File: config.mk
export PLATFORM = sky130hd
export DESIGN_NAME = ws2812_serializer
export DESIGN_NICKNAME = d
export VERILOG_FILES = /design/src/rtl/ws2812_serializer_pkg.sv /design/src/rtl/ws2812_bit_encoder.sv /design/src/rtl/ws2812_serializer.sv
export SDC_FILE = /design/constraint.sdc
export NUM_CORES = 1
export LEC_CHECK = 0
export CAP_MARGIN = 10
export CORE_UTILIZATION = 50
export CTS_CLUSTER_SIZE = 16
export DETAILED_ROUTE_END_ITERATION = 10
export PLACE_DENSITY = 0.79
export SLEW_MARGIN = 20
export SYNTH_ARGS = -nofsm -noshare
export SYNTH_HDL_FRONTEND = slang
export SYNTH_SLANG_ARGS = --single-unit
File: constraint.sdc
create_clock -name clk_i -period 3.05 [get_ports clk_i]
set_input_delay 0.61 -clock clk_i [delete_from_list [all_inputs] [get_ports clk_i]]
set_output_delay 0.61 -clock clk_i [all_outputs]
set_load 0.01 [all_outputs]
File: src/rtl/ws2812_serializer_pkg.sv
// ws2812_serializer_pkg: shared WS2812 timing defaults, timing legality rule and FSM state type
package ws2812_serializer_pkg;

    localparam int T0H_DEF    = 4;
    localparam int T1H_DEF    = 8;
    localparam int TBIT_DEF   = 15;
    localparam int TLATCH_DEF = 960;

    typedef enum logic [1:0] {ST_IDLE, ST_HIGH, ST_LOW, ST_LATCH} state_e;

    function automatic bit timing_ok(input int t0h, input int t1h, input int tbit, input int tlatch);
        return t0h >= 1 && t0h < t1h && t1h < tbit && tlatch >= tbit;
    endfunction

endpackage

File: src/rtl/ws2812_bit_encoder.sv
// ws2812_bit_encoder: times one WS2812 bit period (high phase then low phase)
//  clk_i/rst_ni : clock, asynchronous active-low reset
//  start_i      : begin a new bit now (may coincide with done_o of the previous bit)
//  bit_i        : value of the bit being started
//  dout_o       : registered line level
//  hi_end_o     : this edge ends the high phase
//  done_o       : this edge ends the whole bit period
module ws2812_bit_encoder #(
    parameter int T0H  = 4,
    parameter int T1H  = 8,
    parameter int TBIT = 15
) (
    input  logic clk_i,
    input  logic rst_ni,
    input  logic start_i,
    input  logic bit_i,
    output logic dout_o,
    output logic hi_end_o,
    output logic done_o
);
    localparam int PW = $clog2(TBIT + 1);
    localparam logic [PW-1:0] H0 = PW'(T0H - 1);
    localparam logic [PW-1:0] H1 = PW'(T1H - 1);
    localparam logic [PW-1:0] L0 = PW'(TBIT - T0H - 1);
    localparam logic [PW-1:0] L1 = PW'(TBIT - T1H - 1);

    logic [PW-1:0] ph_q;
    logic          act_q, hi_q, bit_q;
    logic [PW-1:0] lim;

    assign lim      = hi_q ? (bit_q ? H1 : H0) : (bit_q ? L1 : L0);
    assign hi_end_o = act_q && hi_q && ph_q == lim;
    assign done_o   = act_q && !hi_q && ph_q == lim;
    assign dout_o   = hi_q;

    // At the end of the high phase act stays set; at the end of the low phase it clears.
    always_ff @(posedge clk_i or negedge rst_ni) begin
        if (!rst_ni) begin
            act_q <= 1'b0;
            hi_q  <= 1'b0;
            bit_q <= 1'b0;
            ph_q  <= '0;
        end else if (start_i) begin
            act_q <= 1'b1;
            hi_q  <= 1'b1;
            bit_q <= bit_i;
            ph_q  <= '0;
        end else if (act_q) begin
            ph_q <= (ph_q == lim) ? '0 : ph_q + 1'b1;
            if (ph_q == lim) begin
                hi_q  <= 1'b0;
                act_q <= hi_q;
            end
        end
    end

endmodule

File: src/rtl/ws2812_serializer.sv
// ws2812_serializer: byte stream to WS2812 NRZ bitstream with one-byte holding buffer and latch period
//  clk_i/rst_ni              : clock, asynchronous active-low reset
//  s_valid_i/s_data_i/s_last_i : upstream byte, MSB sent first, last marks end of frame
//  s_ready_o                 : holding buffer empty
//  dout_o                    : WS2812 data line
//  busy_o                    : not idle
//  frame_done_o              : one-cycle pulse at end of latch period
//  underrun_o                : one-cycle pulse when a byte ends with no successor and no last flag
module ws2812_serializer
    import ws2812_serializer_pkg::*;
#(
    parameter int T0H    = T0H_DEF,
    parameter int T1H    = T1H_DEF,
    parameter int TBIT   = TBIT_DEF,
    parameter int TLATCH = TLATCH_DEF
) (
    input  logic       clk_i,
    input  logic       rst_ni,
    input  logic       s_valid_i,
    input  logic [7:0] s_data_i,
    input  logic       s_last_i,
    output logic       s_ready_o,
    output logic       dout_o,
    output logic       busy_o,
    output logic       frame_done_o,
    output logic       underrun_o
);
    localparam int LW = $clog2(TLATCH + 1);
    localparam logic [LW-1:0] LC_END = LW'(TLATCH - 1);

    if (!timing_ok(T0H, T1H, TBIT, TLATCH)) begin : g_bad_timing
        $error("ws2812_serializer: need 1<=T0H<T1H<TBIT and TLATCH>=TBIT");
    end

    state_e        state_q;
    logic [7:0]    buf_q;
    logic          buf_last_q, full_q, full_d;
    logic [6:0]    sh_q;
    logic          sh_last_q;
    logic [2:0]    bi_q;
    logic [LW-1:0] lc_q;
    logic          ready_q, busy_q, done_q, ur_q;
    logic          accept, load, next_bit, start, enc_bit, hi_end, bit_done;

    assign accept   = s_valid_i && ready_q;
    assign load     = full_q && (state_q == ST_IDLE || (state_q == ST_LOW && bit_done && bi_q == 3'd0));
    assign next_bit = state_q == ST_LOW && bit_done && bi_q != 3'd0;
    assign start    = load || next_bit;
    // The MSB of a freshly loaded byte goes straight from the buffer; the shifter keeps the remaining 7 bits.
    assign enc_bit  = load ? buf_q[7] : sh_q[6];
    assign full_d   = accept || (full_q && !load);

    assign s_ready_o    = ready_q;
    assign busy_o       = busy_q;
    assign frame_done_o = done_q;
    assign underrun_o   = ur_q;

    ws2812_bit_encoder #(.T0H(T0H), .T1H(T1H), .TBIT(TBIT)) u_enc (
        .clk_i    (clk_i),
        .rst_ni   (rst_ni),
        .start_i  (start),
        .bit_i    (enc_bit),
        .dout_o   (dout_o),
        .hi_end_o (hi_end),
        .done_o   (bit_done)
    );

    always_ff @(posedge clk_i or negedge rst_ni) begin
        if (!rst_ni) begin
            state_q    <= ST_IDLE;
            buf_q      <= '0;
            buf_last_q <= 1'b0;
            full_q     <= 1'b0;
            sh_q       <= '0;
            sh_last_q  <= 1'b0;
            bi_q       <= '0;
            lc_q       <= '0;
            ready_q    <= 1'b0;
            busy_q     <= 1'b0;
            done_q     <= 1'b0;
            ur_q       <= 1'b0;
        end else begin
            full_q  <= full_d;
            ready_q <= !full_d;
            done_q  <= 1'b0;
            ur_q    <= 1'b0;
            if (accept) begin
                buf_q      <= s_data_i;
                buf_last_q <= s_last_i;
            end
            if (load) begin
                sh_q      <= buf_q[6:0];
                sh_last_q <= buf_last_q;
                bi_q      <= 3'd7;
            end else if (next_bit) begin
                sh_q <= {sh_q[5:0], 1'b0};
                bi_q <= bi_q - 1'b1;
            end
            case (state_q)
                ST_IDLE: if (full_q) begin
                    state_q <= ST_HIGH;
                    busy_q  <= 1'b1;
                end
                ST_HIGH: if (hi_end) state_q <= ST_LOW;
                ST_LOW: if (bit_done) begin
                    state_q <= start ? ST_HIGH : ST_LATCH;
                    ur_q    <= !start && !sh_last_q;
                    lc_q    <= '0;
                end
                ST_LATCH: if (lc_q == LC_END) begin
                    state_q <= ST_IDLE;
                    busy_q  <= 1'b0;
                    done_q  <= 1'b1;
                end else begin
                    lc_q <= lc_q + 1'b1;
                end
                default: state_q <= ST_IDLE;
            endcase
        end
    end

endmodule
==> flow_results.org <==
** Status
- The flow ran to the end, and the final reports show no timing, DRC or antenna violations.

** Clocking
- Post-CTS Repair Setup Buffers :: 0
- After clock tree synthesis, the clock-pin slew on the worst setup and hold paths is 90 ps.
- TritonCTS created 5 clock buffers.
- TritonCTS built the clock tree.
- CTS Hold Bufs :: 0
- The clock passes through at most 2 buffers.
- Deepest level of the CTS H-tree :: 2
- Number of gates resized after cts :: 0
- Clock latency on the worst-skew pair, taken at its later pin, is 300 ps.
- Clock net sink count :: 44
- Root Buffer Master :: sky130_fd_sc_hd__clkbuf_8

** Pwr
- Peak supply drop :: 361 µV
- Power spread over the standard cell area amounts to around 460 nW/µm².
- Leakage power total :: 1.12 nW

** Timing
- Unrepaired setup endpoints after global routing :: no
- Post-Route Skew :: about 5.3 ps
- Normalized max-slew margin :: 0.362
- The number of max-slew violations in the final report came to 0.
- Slew at the pin closest to its max-slew limit :: 956 ps
- Final period demand of the worst path :: around 2100 ps
- Max Freq :: 468 MHz
- Number of hold violations in the final report :: 0
- Final cycle utilization of the critical path :: 0.700
- Setup total negative slack :: 0 ps
- Setup violations remaining at the end of the flow were counted as 0.

** Worst setup path
- Cells along the critical path :: and4b_1 > o2111a_1 > mux2_2 > mux2_4
- The worst setup path is of the flop to flop kind.
- In this design, the largest share of critical-path delay is due to multiplexers.
- For the worst setup path, the data arrival time is 2320 ps.
- The largest individual stage delay along the critical path comes from the cell sky130_fd_sc_hd__dfrtp_1.
- STA classifies the critical path endpoint as a flop.
- The worst setup path is launched from a flop.
- Along the worst path, the maximum fanout reaches 16.
- The largest single stage delay on the critical path is ~560 ps.
- Together, buffers and inverters on the worst path number 0.
- Worst path required time :: 3240 ps

** Route
- The final layout contains routed wiring with a total length of 4.31 mm.
- The routed layout has roughly 1,600 vias.
- After detailed routing, the number of remaining DRC violations is 0.
- The first detailed-routing pass took 4 iterations.
- In the final routed layout, each cell accounts on average for 15.8 µm.
- Number of DRC markers in iteration 0 :: 115
- In the routed layout, each cell is associated on average with a via count of between 5 and 6.
- In this run the remaining antenna-violating nets after routing total 0.

** Global route
- Global-route wire length before repair :: approximately 7.7 mm
- Initial antenna violation count :: 0
- GRT Overall Usage :: 0.198
- Vias in the first global route :: approximately 1,500
- Maximum number of pins on one net before global-route repair :: 45
- GRT Residual Overflow :: 0

** Floorplan
- Die extent in y :: about 70 µm
- Effective utilization at floorplan :: 0.523
- The total area inside the core boundary comes to ~4400 µm².
- The die covers between 4000 and 5000 µm².
- # IOs :: 17
- Die span in x :: between 60 and 70 µm
- In this run the core area contains 24 standard-cell rows.

** Final layout
- Leaving out fill and tap cells, the most frequent cells in the layout are sky130_fd_sc_hd__dfrtp_1, sky130_fd_sc_hd__nand2_1, sky130_fd_sc_hd__o211ai_1, sky130_fd_sc_hd__clkdlybuf4s50_1, sky130_fd_sc_hd__mux2_2.
- After the last flow step, the layout net total stands at approximately 240.
- Finished Layout Cells :: ~270
- Leading cell type in the layout, fill and taps excluded :: sky130_fd_sc_hd__dfrtp_1
- Compared with the post-synthesis result, the final layout area differs by 11.8%.
- Of the cells placed in the final design, the portion with a size suffix greater than 1 is 0.149.
- Number of antenna diodes :: 0

** Placement
- Once placement completed, the tool counted placed cells totaling 265.
- Placed wire-length estimate after detailed placement :: between 2 and 3 mm
- Input/output buffers :: 16
- Gpl congestion :: about 0.78

** Yosys
- In the synthesized netlist, the number of instances is 206.
- In the synthesized netlist the dominant register cell turns out to be sky130_fd_sc_hd__dfrtp_1.
- Dominant combinational cell family by area after synthesis :: compound AO/OA/AOI/OAI gates
- Of the total synthesized cell area, the portion taken by full adders, half adders and majority gates is 0.0218.
- Simple-gate share of the synthesized area :: 0.147
- Largest cells by area after synthesis :: sky130_fd_sc_hd__dfrtp_1, sky130_fd_sc_hd__mux2_2, sky130_fd_sc_hd__o211ai_1, sky130_fd_sc_hd__nand2_1, sky130_fd_sc_hd__mux2_4
- The share of synthesized area in the top cell type comes to 0.480.
- Of the total synthesized cell area, the portion taken by XOR and XNOR cells is 0.0153.
- Share of synthesized registers carrying an async set or reset :: 1.00
- Of all cell types, the one taking the most synthesized area is sky130_fd_sc_hd__dfrtp_1.
- Portion of netlist area occupied by mux cells :: 0.117
- Post-synthesis sequential area ratio :: 0.480
- Number of different library cells in the post-synthesis netlist :: 54
- YS warnings :: 0
- Number of enable flip-flop cells after synthesis :: 0
- Netlist Area Pre-Place :: ~2300 µm²
- Syn_nets :: roughly 220
- Each instance of the synthesized netlist takes up on average 11.1 µm².
- The post-synthesis compound-gate area fraction came to 0.172.
- Number of synthesized register bits :: 44

** Worst hold path
- The min-delay analysis places its worst path in the category input pin to asynchronous set/reset pin.

** Run
- Reported max-cap violation count :: 0
[per-layer routing]
metal,up-vias,part of all wire,global-route usage
li1,782,-,-
met4,0,0.019,0.0733
met5,-,0,0
met2,36,0.44,0.285
met1,755,0.51,0.295
met3,8,0.035,0.0436
[worst paths after layout]
check	from	to	slack, ps	cells after the start
min	rst_ni	buf_q[4]	460	1
min reg2reg	sh_last_q	underrun_o	480	1
max	state_q[0]	sh_q[5]	910	4
max reg2reg	state_q[0]	sh_q[5]	910	4
min in group clk_i	sh_last_q	underrun_o	480	1
max in group asynchronous	rst_ni	lc_q[4]	2000	1
[synth_stat cells (3+ instances only)]
cell type and n:
sky130_fd_sc_hd__nor2_1 9, sky130_fd_sc_hd__nand2_1 22, sky130_fd_sc_hd__mux2_4 4, sky130_fd_sc_hd__a21o_1 3
sky130_fd_sc_hd__dfrtp_1 44, sky130_fd_sc_hd__inv_1 10, sky130_fd_sc_hd__nor4_1 3, sky130_fd_sc_hd__o21ai_0 4
sky130_fd_sc_hd__a21oi_1 6, sky130_fd_sc_hd__o311ai_0 3, sky130_fd_sc_hd__nand3_1 3, sky130_fd_sc_hd__mux2i_1 5
sky130_fd_sc_hd__o211ai_1 15, sky130_fd_sc_hd__mux2_2 12, sky130_fd_sc_hd__a22o_1 3, sky130_fd_sc_hd__ha_1 4
sky130_fd_sc_hd__nor2b_1 3, sky130_fd_sc_hd__nand2b_1 5
[cell type report]
type | count | area [µm²]
Timing Repair Buffer | 17 | 163
Sequential cell | 44 | 1100
Multi-Input combinational cell | 142 | 1080
Tap cell | 52 | 65.1
Fill cell | 371 | 1820
Clock inverter | 3 | 42.5
Inverter | 10 | 37.5
Clock buffer | 5 | 68.8
[registers in the layout (all words and copies together) (netlist names), 2 cells and up]
register,cells
state_q,2
lc_q,10
buf_q,8
sh_q,7
u_enc.ph_q,4
bi_q,3
[power breakdown]
group          leakage (nW)  total (mW)  internal [mW]  switching [mW]
registers             0.556       0.654          0.629          0.0254
logic                 0.506      0.0754         0.0491          0.0264
clock network        0.0541       0.444          0.242           0.201
total                  1.12        1.17          0.920           0.253
[stage by stage]
stage / hold WS (ps) / cell area [µm²] / worst slack (ps) / utilization / power [mW]
6_report: 458 / 2560 / 915 / 0.584 / 1.17
5_1_grt: 521 / 2560 / 732 / 0.584 / 1.22
4_1_cts: 492 / 2560 / 925 / 0.584 / 1.18
3_5_place_dp: 472 / 2450 / 946 / 0.559 / 0.742
3_3_place_gp: 465 / 2450 / 954 / 0.559 / 0.740
2_1_floorplan: 314 / 2290 / 1130 / - / 0.703
[cells by family after synthesis]
group | Yosys count
fa+ha+maj | 4
buf+inv | 20
mux | 22
xor+xnor | 4
simple gates | 62
flops | 44
compound gates | 50
[worst reg2reg max path, stage by stage, from the launching register on]
cell and delay [ps]:
sky130_fd_sc_hd__dfrtp_1 560, sky130_fd_sc_hd__and4b_1 370, sky130_fd_sc_hd__o2111a_1 460, sky130_fd_sc_hd__mux2_2 380, sky130_fd_sc_hd__mux2_4 250
No activity file was read; power rests on OpenSTA's default activity.
==> variant 1 (same flow settings) <==
Encoding of `state_e`: now one-hot (4 bits for 4 states).
--- a/src/rtl/ws2812_serializer_pkg.sv
+++ b/src/rtl/ws2812_serializer_pkg.sv
@@ -6,7 +6,7 @@
     localparam int TBIT_DEF   = 15;
     localparam int TLATCH_DEF = 960;
 
-    typedef enum logic [1:0] {ST_IDLE, ST_HIGH, ST_LOW, ST_LATCH} state_e;
+    typedef enum logic [3:0] {ST_IDLE = 4'b0001, ST_HIGH = 4'b0010, ST_LOW = 4'b0100, ST_LATCH = 4'b1000} state_e;
 
     function automatic bit timing_ok(input int t0h, input int t1h, input int tbit, input int tlatch);
         return t0h >= 1 && t0h < t1h && t1h < tbit && tlatch >= tbit;
Function: no difference found for any inputs over 10 cycles, from zero or initial values and one cycle with rst_ni low; not proved beyond that.
==> variant 1 against the unedited design <==
- total power decreased by 2.6%
- non-clock buffer count unchanged
- sequential cell count increased by 2
- design area increased by 2.5%
- via count increased by 8.0%
- worst setup slack got worse by 210 ps
- area after synthesis increased by 3.3%
- clock skew decreased by 1.1 ps
- routed wire length decreased by 4.5%
- clock power decreased by 14%
- critical path type unchanged
- largest cell class unchanged
==> variant 1: results (changes against the unedited design) <==
| Metric | Value |
|---|---|
| Number of global-route vias before repair | `1589 (+2.8%)` |
| Status | `finished clean` |
| Drt initial violations | `111 (-3.5%)` |
| Total GRT Usage | `0.185 (-0.0132)` |
| Xor/xnor share of the synthesized area | `0.0111 (-0.00419)` |
| Critical Path AT | `2530 ps (+210 ps)` |
| Drt wl/cell | `14.5 µm (-8.2%)` |
| FILL cells | `373 (+0.54%)` |
| Slew HR | `0.398 (+0.0360)` |
| Largest net degree at the start of global routing | `47 (+4.4%)` |
| Seq/Total Area, Yosys | `0.487 (+0.00618)` |
| Worst clock skew | `4.20 ps (-1.11 ps)` |
| Mapped Cells | `217 (+5.3%)` |
| Placed insts | `276 (+4.2%)` |
| Achievable frequency | `0.426 GHz (-9.0%)` |
| First-pass GRT wire length | `7.45 mm (-3.2%)` |
| Worst VDD drop | `0.000354 V (-1.9%)` |
| Cell variety after synth | `57 (+5.6%)` |
| P_sw | `256 µW (+1.1%)` |
| Top cells by area, synth | `dfrtp_1 (48%), mux2_2 (5.2%), nand2_1 (4.4%), mux2i_1 (4.2%), o21ai_0 (3.2%)` |
| Syn nets | `233 (+5.0%)` |
| Setup WS pre-CTS | `708 ps (-238 ps)` |
| Pre-antenna DRT Iters | `7 (+3)` |
| Final HPWL DP | `2.86 mm (-1.7%)` |
| FF-to-FF setup slack | `700 ps (-210 ps)` |
| Synth Area in Compound Gates | `0.163 (-0.00978)` |
| Initial antenna violation count | `0 (unchanged)` |
| Max FO, Critical Path | `12 (-4)` |
| Share of layout cells above drive strength 1 | `0.142 (-0.00708)` |
| Post-synthesis adder-cell area fraction | `0.0211 (-0.000704)` |
| Proportion of synthesized area in mux cells | `0.0946 (-0.0223)` |
| Placer congestion estimate | `0.813 (+4.4%)` |
| Vias | `1707 (+8.0%)` |
-- variant 1: cell count changes after synthesis, moves of 4 or more --
| cell | before | now |
|---|---|---|
| mux2_4 | 4 | 0 |
| o211ai_1 | 15 | 2 |
| o21ai_0 | 4 | 15 |
| inv_1 | 10 | 6 |
| a221o_1 | 1 | 7 |
| mux2i_1 | 5 | 10 |
| nand2_1 | 22 | 28 |
-- variant 1: power by group through the flow --
stage	Sequential, µW	Clock, µW	Combinational (µW)
2_1_floorplan	683	0	52.0
3_3_place_gp	692	0	81.5
3_5_place_dp	694	0	84.4
4_1_cts	681	393	84.6
5_1_grt	689	413	92.8
6_report	681	380	82.5
-- variant 1: worst max-delay path, cell delays in order, from the launching register on --
cell and delay (ps):
dfstp_2 630, or4b_1 670, o22ai_2 540, mux2_2 390
-- variant 1: cell families after synthesis --
| group | after synthesis |
|---|---|
| AOI/OAI and AO/OA | 53 |
| muxes | 21 |
| xor gates and xnor gates | 3 |
| buffers and inverters | 16 |
| adders and majority gates | 4 |
| and+or+nand+nor | 74 |
| DFF | 46 |
-- variant 1: metrics by stage --
stage,hold slack [ps],cell area (µm²)
3_3_place_gp,447,2530
2_1_floorplan,314,2370
4_1_cts,460,2620
5_1_grt,347,2630
6_report,304,2630
3_5_place_dp,449,2530
-- variant 1: area by class of cell --
class	count	share of cell area
sequential	46	0.439
timing repair buffer	17	0.0629
multi-input combinational	155	0.430
clock inverter	1	0.00191
tap	52	0.0248
clock buffer	7	0.0329
inverter	6	0.00858
-- variant 1: final timing paths --
path	depth (start not counted)	endpoint	from
setup / recovery	3	sh_last_q$_DFFE_PN0N_	state_q[0]$_DFFE_PN1P_
hold / removal	1	lc_q[3]$_DFFE_PN0P_	rst_ni
setup reg to reg	3	sh_last_q$_DFFE_PN0N_	state_q[0]$_DFFE_PN1P_
hold reg to reg	1	underrun_o$_DFF_PN0_	sh_last_q$_DFFE_PN0N_
max in group asynchronous	1	buf_q[6]$_DFFE_PN0P_	rst_ni
min in group clk_i	1	underrun_o$_DFF_PN0_	sh_last_q$_DFFE_PN0N_
-- variant 1: layer usage --
layer  track usage  up-vias  share of wire
met5             0        -              0
met4        0.0467        0         0.0083
met3        0.0342        4          0.028
met2         0.291       28           0.48
met1         0.269      848           0.48
li1              -      827              -
==> variant 2 (same flow settings) <==
Made on the original files. The package constant `TBIT_DEF` goes from 15 to 16.
--- a/src/rtl/ws2812_serializer_pkg.sv
+++ b/src/rtl/ws2812_serializer_pkg.sv
@@ -3,7 +3,7 @@
 
     localparam int T0H_DEF    = 4;
     localparam int T1H_DEF    = 8;
-    localparam int TBIT_DEF   = 15;
+    localparam int TBIT_DEF   = 16;
     localparam int TLATCH_DEF = 960;
 
     typedef enum logic [1:0] {ST_IDLE, ST_HIGH, ST_LOW, ST_LATCH} state_e;
Check against the original RTL: no difference found for any inputs over 10 cycles, from zero or initial values and one cycle with rst_ni low; that may be too few to reach the edited logic, so the function may still have changed.
==> variant 2 against the unedited design <==
- first-iteration DRC count is 15% lower
- register-to-register slack better by 240 ps
- total power down 5.0%
- worst setup slack better by 130 ps
- design area fell by 5.3%
- routed wire length fell by 16%
- sequential cell count is 1 higher
- die area decreased by 5.0%
- sequential share of layout area increased by 3.4 points
- fmax is 6.6% higher
- sequential power up 2%
- global-route usage fell by 0.86 points
- area after synthesis down 5.2%
- critical endpoint is now dout_o
- highest routed layer unchanged
==> variant 2: results (changes against the unedited design) <==
| Metric | Value |
|---|---|
| Met1 Use GR | `0.244 (-0.0517)` |
| DR vias/cell | `5.63 (-2.7%)` |
| Critical Path AT | `1390 ps (-930 ps)` |
| Worst VDD drop | `0.000337 V (-6.6%)` |
| Tightest Hold Check Type | `input port to async pin` |
| GR Layer Usage met3 | `0.0500 (+0.00640)` |
| Crit-path max cell delay | `590 ps (+30 ps)` |
| Max FO, Critical Path | `7 (-9)` |
| Synth warn | `0 (unchanged)` |
| Fin nets | `229 (-3.0%)` |
| Cell variety after synth | `44 (-19%)` |
| Syn nets | `213 (-4.1%)` |
| Share of layout cells above drive strength 1 | `0.136 (-0.0132)` |
| Final HPWL DP | `2.53 mm (-13%)` |
| Placer congestion estimate | `0.801 (+2.8%)` |
| CTS Buf Count | `5 (unchanged)` |
| Leak | `0.00107 µW (-4.5%)` |
| Net Sw Frac | `0.219 (+0.00356)` |
| CP top delay family | `buffers and inverters` |
| Commonest cells post-synth | `dfrtp_1 (45), nand2_1 (25), nor2_1 (22)` |
| Routing usage on met2 | `0.297 (+0.0118)` |
| FILL cells | `369 (-0.54%)` |
| Status | `finished clean` |
| Dpl cell area | `2330 µm² (-4.8%)` |
| Largest net degree at the start of global routing | `46 (+2.2%)` |
| Seq/Total Area, Yosys | `0.518 (+0.0378)` |
| Top cells by area, synth | `dfrtp_1 (52%), mux2_2 (4.7%), nand2_1 (4.3%), nor2_1 (3.8%), xnor2_1 (2.8%)` |
| Number of global-route vias before repair | `1390 (-10%)` |
| Drt wl/cell | `13.9 µm (-12%)` |
| Drt initial violations | `98 (-15%)` |
| Worst clock skew | `4.97 ps (-0.333 ps)` |
| First-pass GRT wire length | `6.33 mm (-18%)` |
| Critical-path top delay cell | `clkdlybuf4s50_1` |
-- variant 2: final timing paths --
kind                                         to  depth (start not counted)                startpoint  slack [ps]
max                                      dout_o                          1  u_enc.dout_o$_DFFE_PN0P_        1050
min                         lc_q[7]$_DFFE_PN0P_                          1                    rst_ni         290
max reg2reg                 sh_q[1]$_DFFE_PN0P_                          7       bi_q[0]$_DFFE_PN0P_        1150
min reg2reg                underrun_o$_DFF_PN0_                          1     sh_last_q$_DFFE_PN0N_         460
max in group asynchronous   lc_q[0]$_DFFE_PN0P_                          1                    rst_ni        2360
min in group clk_i         underrun_o$_DFF_PN0_                          1     sh_last_q$_DFFE_PN0N_         460
-- variant 2: area by class of cell --
class	count	area [µm²]	area share
clock inverter	1	7.51	0.00309
sequential	45	1130	0.464
timing repair buffer	16	158	0.0650
clock buffer	6	82.6	0.0340
multi-input combinational	141	975	0.402
tap	50	62.6	0.0258
inverter	4	15.0	0.00619
-- variant 2: power groups by stage --
stage / logic, µW / registers (µW) / clock network (µW)
2_1_floorplan: 45.2 / 671 / 0
3_3_place_gp: 74.1 / 679 / 0
3_5_place_dp: 77.0 / 681 / 0
4_1_cts: 77.1 / 669 / 387
5_1_grt: 82.7 / 674 / 407
6_report: 75.1 / 669 / 370
-- variant 2: logic make-up after synthesis --
logic type,after synthesis,synth area share
XOR/XNOR,15,0.0639
flip-flops,45,0.518
AO/OA/AOI/OAI,33,0.112
multiplexers,13,0.0651
AND/OR/NAND/NOR,76,0.185
buffers and inverters,11,0.0334
adder cells (fa/ha/maj),4,0.0230
-- variant 2: per-stage QoR --
stage	util	power (µW)	cells	setup slack, ps	hold WS (ps)
6_report	0.594	1110	263	1050	293
3_5_place_dp	0.571	758	256	1180	447
5_1_grt	0.594	1160	263	969	343
4_1_cts	0.593	1130	263	1030	457
2_1_floorplan	-	716	197	1320	314
3_3_place_gp	0.571	753	256	1200	445
-- variant 2: metal layers --
metal  up-vias  routed length [µm]
li1        719                   -
met1       735                1690
met4         0                  72
met3         6                 117
met2        22                1760
met5         -                   0
-- variant 2: worst register-to-register path, delay by kind of cell (launching register included) --
kind | cells | cell delay, ps
compound gates | 3 | 620
fa+ha+maj | 1 | 210
buf+inv | 1 | 80
flops | 1 | 330
simple gates | 2 | 550
